`src/rtl/cf_fifo_param.sv`:
```
// ---------------------------------------------------------------------------
// cf_fifo_param
//
// Synchronous single-clock FIFO whose outputs come only from registered state.
// Nothing on we, re, clear or wdata reaches an output in the same cycle.
// Occupancy is kept in an explicit counter. The pointers wrap silently.
//
// Handshake semantics:
//   - An enqueue fires when we && !full && !clear.
//   - A dequeue fires when re && !empty && !clear.
//   - full and empty are the registered "ready" indications for the two sides.
//   - A request that arrives while the side is not ready is dropped. It then
//     raises overflow or underflow for one cycle, starting on the next cycle.
//   - clear flushes the FIFO and takes priority over both requests.
//   - The synchronous reset overrides everything, clear included.
//
// Parameters:
//   N        data width in bits
//   DEPTH    number of entries (power of 2, >= 2)
//   AF_LEVEL almost_full asserts when count >= AF_LEVEL
//   AE_LEVEL almost_empty asserts when count <= AE_LEVEL
//
// Ports:
//   clk          clock, rising edge
//   rst_n        synchronous active-low reset
//   we, wdata    enqueue request and its data
//   re           dequeue request
//   clear        synchronous flush
//   rdata        head entry; all-ones while empty
//   full, empty  no free entry / no valid entry
//   count        occupancy, 0..DEPTH
//   almost_full  count >= AF_LEVEL
//   almost_empty count <= AE_LEVEL
//   overflow     one-cycle pulse after a dropped enqueue
//   underflow    one-cycle pulse after a dropped dequeue
// ---------------------------------------------------------------------------
module cf_fifo_param #(
   parameter int N        = 32,
   parameter int DEPTH    = 4,
   parameter int AF_LEVEL = DEPTH - 1,
   parameter int AE_LEVEL = 1
) (
   input  logic                       clk,
   input  logic                       rst_n,
   input  logic                       we,
   input  logic [N-1:0]               wdata,
   input  logic                       re,
   input  logic                       clear,
   output logic [N-1:0]               rdata,
   output logic                       full,
   output logic                       empty,
   output logic [$clog2(DEPTH):0]     count,
   output logic                       almost_full,
   output logic                       almost_empty,
   output logic                       overflow,
   output logic                       underflow
);

   localparam int PW = $clog2(DEPTH);
   localparam int CW = PW + 1;

   localparam logic [CW-1:0] DEPTH_C = CW'(DEPTH);
   localparam logic [CW-1:0] AF_C    = CW'(AF_LEVEL);
   localparam logic [CW-1:0] AE_C    = CW'(AE_LEVEL);

   logic [N-1:0]  mem [DEPTH];
   logic [PW-1:0] wr_ptr;
   logic [PW-1:0] rd_ptr;
   logic [CW-1:0] cnt;
   logic          ovf_q;
   logic          unf_q;

   logic          full_w;
   logic          empty_w;
   logic          do_enq;
   logic          do_deq;

   // Status flags come from the registered count, never from the requests.
   assign full_w  = (cnt == DEPTH_C);
   assign empty_w = (cnt == '0);

   // The fire conditions look only at the start-of-cycle flags. This is why
   // a write at full stays dropped even when a dequeue fires in the same
   // cycle, and the same holds for a read at empty.
   assign do_enq = we && !full_w  && !clear;
   assign do_deq = re && !empty_w && !clear;

   // Control state
   always_ff @(posedge clk) begin
      if (!rst_n) begin
         wr_ptr <= '0;
         rd_ptr <= '0;
         cnt    <= '0;
         ovf_q  <= 1'b0;
         unf_q  <= 1'b0;
      end else if (clear) begin
         wr_ptr <= '0;
         rd_ptr <= '0;
         cnt    <= '0;
         ovf_q  <= 1'b0;
         unf_q  <= 1'b0;
      end else begin
         if (do_enq) wr_ptr <= wr_ptr + PW'(1);
         if (do_deq) rd_ptr <= rd_ptr + PW'(1);
         case ({do_enq, do_deq})
            2'b10:   cnt <= cnt + CW'(1);
            2'b01:   cnt <= cnt - CW'(1);
            default: cnt <= cnt;
         endcase
         ovf_q <= we && full_w;
         unf_q <= re && empty_w;
      end
   end

   // Storage is not reset. Its contents are qualified by cnt.
   always_ff @(posedge clk) begin
      if (rst_n && do_enq) mem[wr_ptr] <= wdata;
   end

   assign rdata        = empty_w ? {N{1'b1}} : mem[rd_ptr];
   assign full         = full_w;
   assign empty        = empty_w;
   assign count        = cnt;
   assign almost_full  = (cnt >= AF_C);
   assign almost_empty = (cnt <= AE_C);
   assign overflow     = ovf_q;
   assign underflow    = unf_q;

endmodule

```
`config.mk`:
```
export PLATFORM = sky130hd
export DESIGN_NAME = cf_fifo_param
export DESIGN_NICKNAME = d
export VERILOG_FILES = /design/src/rtl/cf_fifo_param.sv
export SDC_FILE = /design/constraint.sdc
export NUM_CORES = 1
export LEC_CHECK = 0
export ABC_AREA = 1
export BUFFER_PORTS_ARGS = -buffer_cell sky130_fd_sc_hd__buf_2
export CORE_MARGIN = 8
export CORE_UTILIZATION = 30
export CTS_BUF_LIST = sky130_fd_sc_hd__clkbuf_4
export DETAILED_ROUTE_END_ITERATION = 10
export SYNTH_ARGS = -nofsm -noshare
export SYNTH_HDL_FRONTEND = slang
export SYNTH_SLANG_ARGS = --single-unit
export TNS_END_PERCENT = 1
```
`constraint.sdc`:
```
create_clock -name clk -period 9.3 [get_ports clk]
set_clock_uncertainty 0.15 [all_clocks]
set_input_delay 0.93 -clock clk [delete_from_list [all_inputs] [get_ports clk]]
set_output_delay 0.93 -clock clk [all_outputs]
set_load 0.01 [all_outputs]
```
After elaboration in Yosys (flattened, before gate mapping) --
Memory sizes are Yosys's and may differ from the RTL's. A register that Yosys moved wholly into a read port is not among the register bits. Cells that the tools add are included.
Cells by class: reductions and logical operators 13, equal/unequal tests 3, order comparisons 2, multiplexer cells 6, add/sub/neg operators 4, bitwise gates (word level) 1
Operator list (count):
- $mux 32 | 1
- $logic_and 1x1->1 | 7
- $pmux 3 s2 | 1
- $add 2x1->2 const B | 2
- $mux 2 | 2
- $add 3x1->3 const B | 1
- $eq 3x3->1 const B | 1
- $ge 3x2->1 const B | 1
- $le 3x1->1 const B | 1
- $logic_not 1->1 | 3
- $logic_not 3->1 | 1
- $sub 3x1->3 const B | 1
- $eq 2x1->1 const B | 1
- $eq 2x2->1 const B | 1
- $mux 1 | 2
- $reduce_bool 2->1 | 1
- $reduce_or 2->1 | 1
- $not 1->1 | 1
Storage, ports and cells: bits in writable memories 128, register bits after elaboration 9, output and inout bits 41, memories 1, bits of input ports 37, word-level logic and storage cells 35
Memories:
- mem | words 4, width 32, rd ports 1, clocked after memory_dff 1, write ports 1, line 66 | logic [N-1:0] mem [DEPTH];

Longest topological paths before layout --
depth after elaboration 7, gate-level depth with buffers 12, gate-level depth less buffers 12

Worst setup path before layout --
OpenSTA, ideal clock, no wires.
path type input -> register, start point in we, end point mem mem[0][0], enable pin, library setup time 0.421 ns, arrival 2.603 ns, data required time 8.729 ns, buffers on the path 0, stages 4, setup slack 6.126 ns, cell sequence nand2_1 nor2_2 nand2_1 nor2_1
Between the ends: longest elaborated chain between the ends 5
Ends and longest elaborated chain:
- from (decl) | line 45 | input logic we,
- $logic_and 1x1->1 (2 in series) | line 85 | assign do_enq = we && !full_w && !clear;
- $logic_and 1x1->1 | line 117 | if (rst_n && do_enq) mem[wr_ptr] <= wdata;
- $mux 1 | line 117
- $mux 1 (not written as such) | line 117
- to (decl) | line 66
Every way passes these cells.

==> results.py <==
metrics = {
    "run_status": {
        "outcome": "finished, final reports clean",
    },
    "synth": {
        "synth_top_area_share": 0.664,
        "synthFlopType": "edfxtp_1",
        "ys_seq_area_frac": 0.702,
        "synth.area.top_cells": "edfxtp_1, inv_1, o211ai_2, dfxtp_1, a21oi_1",
        "ys_ff_latch": 139,
        "synth_top_area_cell": "edfxtp_1",
        "syn_nets": 513,
        "synthCells": 466,
        "synth_edf_count": 128,
        "ys_warn_count": 0,
        "syn_avg_cell_area_sq_um": 12.4,
        "synth-async-reset-ratio": 0,
        "synth.distinct_cells": 21,
        "syn_area_sq_um": 5790,
        "synth_common_cells": "edfxtp_1, inv_1, nand2_1, a21oi_1, nand3_1",
        "synth.most_common_cell": "edfxtp_1",
    },
    "sta": {
        "timing.final.crit_period_ns": 3.66,
        "setup_viol": 0,
        "fin_ws_ns": 5.64,
        "max_freq_mhz": 273,
        "tightest_slew_ns": 1.11,
        "fin_crit_sh": 0.394,
        "final.setup.tns_ns": 0,
        "rsz0062_at_grt": "false",
        "drv_slew": 0,
        "hold_viol": 0,
        "relSlewSlack": 0.255,
    },
    "clock_tree": {
        "cts.clk_slew.worst_paths_ns": 0.12,
        "post_cts_buffers": 0,
        "cts_tree": "built",
        "cts.repair.resized": 0,
        "htree_levels": 4,
        "cts.path.max_buffers": 2,
        "cts_sinks": 139,
        "clk_latency_ns": 0.52,
        "cts-buffers-inserted": 17,
        "cts_root_buf": "clkbuf_4",
        "holdBufCountCts": 0,
    },
    "worst_hold_path": {
        "hp-class": "reg2reg",
    },
    "finish": {
        "area_growth_pct": 15.5,
        "fin_util": 0.348,
        "multi_input_area_sq_um": 1310,
        "n_fill_cell": 1909,
        "antenna-diode-count": 0,
        "instances_no_fill": 819,
        "nNetsFinal": 588,
        "layout-drive-gt1-share": 0.255,
        "area.sequential_sq_um": 4070,
    },
    "floorplanning": {
        "fp.dieH_um": 155,
        "dieArea_sq_um": 24000,
        "coreArea_sq_um": 19200,
        "initial_core_util": 0.301,
        "dieWidth_um": 155,
        "num_io_pins": 78,
        "rows": 51,
    },
    "drt": {
        "vias_per_cell": 4.42,
        "wire_per_inst_um": 14.9,
        "ant_nets": 0,
        "vias": 3624,
        "drc": 0,
        "drt_iter0_drc": 207,
        "drt-pass1-iter-count": 4,
        "routed_wl_um": 12200,
    },
    "placed_design": {
        "pre_cts_ws_ns": 6.23,
        "globalplace.congestion": 0.708,
        "numPortBuffers": 77,
        "place_inst": 787,
        "dp_hpwl_um": 7490,
    },
    "grt": {
        "grt.overflow.total": 0,
        "grt_usage": 0.104,
        "grt_pass1_vias": 3615,
        "antenna_found_initial": 3,
        "grt_pass1_wl_um": 19000,
        "grt_start_max_net_pins": 101,
    },
    "setup_path": {
        "max_stage_delay_ns": 0.83,
        "cp_max_fo": 100,
        "worst_ep_arrival_time_ns": 2.58,
        "crit_type": "reg2out",
        "critPathLaunchType": "register",
        "required_ns": 8.22,
        "crit_chain": "buf_4, nand2_1, o211ai_2, nand3_1, buf_2",
        "end_kind": "output port",
        "cpMaxStageDelayCell": "buf_4",
    },
    "run": {
        "maxCapViolations": 0,
    },
    "power_and_ir_drop": {
        "power.total_mw": 1.14,
        "ir_worst_vdd_mv": 0.0641,
        "leakagePower_nw": 2.50,
        "power.density_cell_area_nw_per_um2": 170,
    },
}
## metrics by stage
stage          cell area (sq um)  hold slack [ns]
2_1_floorplan               5790            0.321
3_3_place_gp                6420            0.336
3_5_place_dp                6420            0.361
4_1_cts                     6690            0.380
5_1_grt                     6690            0.384
6_report                    6690            0.377
## cell type report
| class | instances | share of cell area |
|---|---|---|
| clock buffers | 18 | 0.0202 |
| clock inverters | 14 | 0.0196 |
| inverters | 84 | 0.0472 |
| multi-input cells | 220 | 0.195 |
| flip-flops and latches | 139 | 0.608 |
| well taps | 265 | 0.0496 |
| repair buffers | 79 | 0.0599 |
## registers in the layout, indices dropped and copies added, names as in the netlist, named ones only
signal,flops
overflow,1
wr_ptr,2
mem,128
underflow,1
rd_ptr,2
count,3
## metal layers
metal	routed length (um)	share of wire	track usage	up-vias
met1	5260	0.43	0.115	1746
li1	-	-	-	1772
met2	6080	0.50	0.177	80
met5	34	0.0028	0	-
met3	638	0.052	0.0399	20
met4	208	0.017	0.0448	6
## worst max-delay path: cells and delay by family, from the launching register on
kind / cells / cell delay, ns
flip-flops: 1 / 0.57
AND/OR/NAND/NOR: 2 / 0.31
AO/OA/AOI/OAI: 1 / 0.10
buffers and inverters: 2 / 1.03
## power breakdown
part / internal, mW / switching [mW]
Combinational: 0.0252 / 0.0482
Sequential: 0.690 / 0.00381
Clock: 0.159 / 0.210
## cells in the final DEF, fill, tap and decap left out, types with 5 or more instances in the layout
cell type,instances
a21oi_1,40
o21ai_1,17
inv_1,78
dfxtp_1,10
o21ai_0,20
o211ai_1,14
inv_2,5
ha_1,10
nand3_1,33
buf_2,77
nor2_1,9
nand2_1,50
edfxtp_1,128
o211ai_2,18
clkinv_2,7
clkbuf_4,18
## kinds of logic after synthesis
kind of cell               share of synthesized area
buffers and inverters                         0.0780
adders and majority gates                     0.0216
xor gates and xnor gates                     0.00151
and+or+nand+nor                               0.0735
AOI/OAI and AO/OA                              0.124
DFF                                            0.702
## final timing paths
| check | cells past startpoint | slack (ns) | end | startpoint |
|---|---|---|---|---|
| hold / removal | 2 | 0.38 | rd_ptr[0] | rd_ptr[0] |
| hold reg to reg | 2 | 0.38 | rd_ptr[0] | rd_ptr[0] |
| setup / recovery | 5 | 5.64 | rdata[19] | register |
| setup reg to reg | 7 | 6.45 | mem[3][8] | count[0] |
Note: power is estimated with default switching activity, not from simulation.
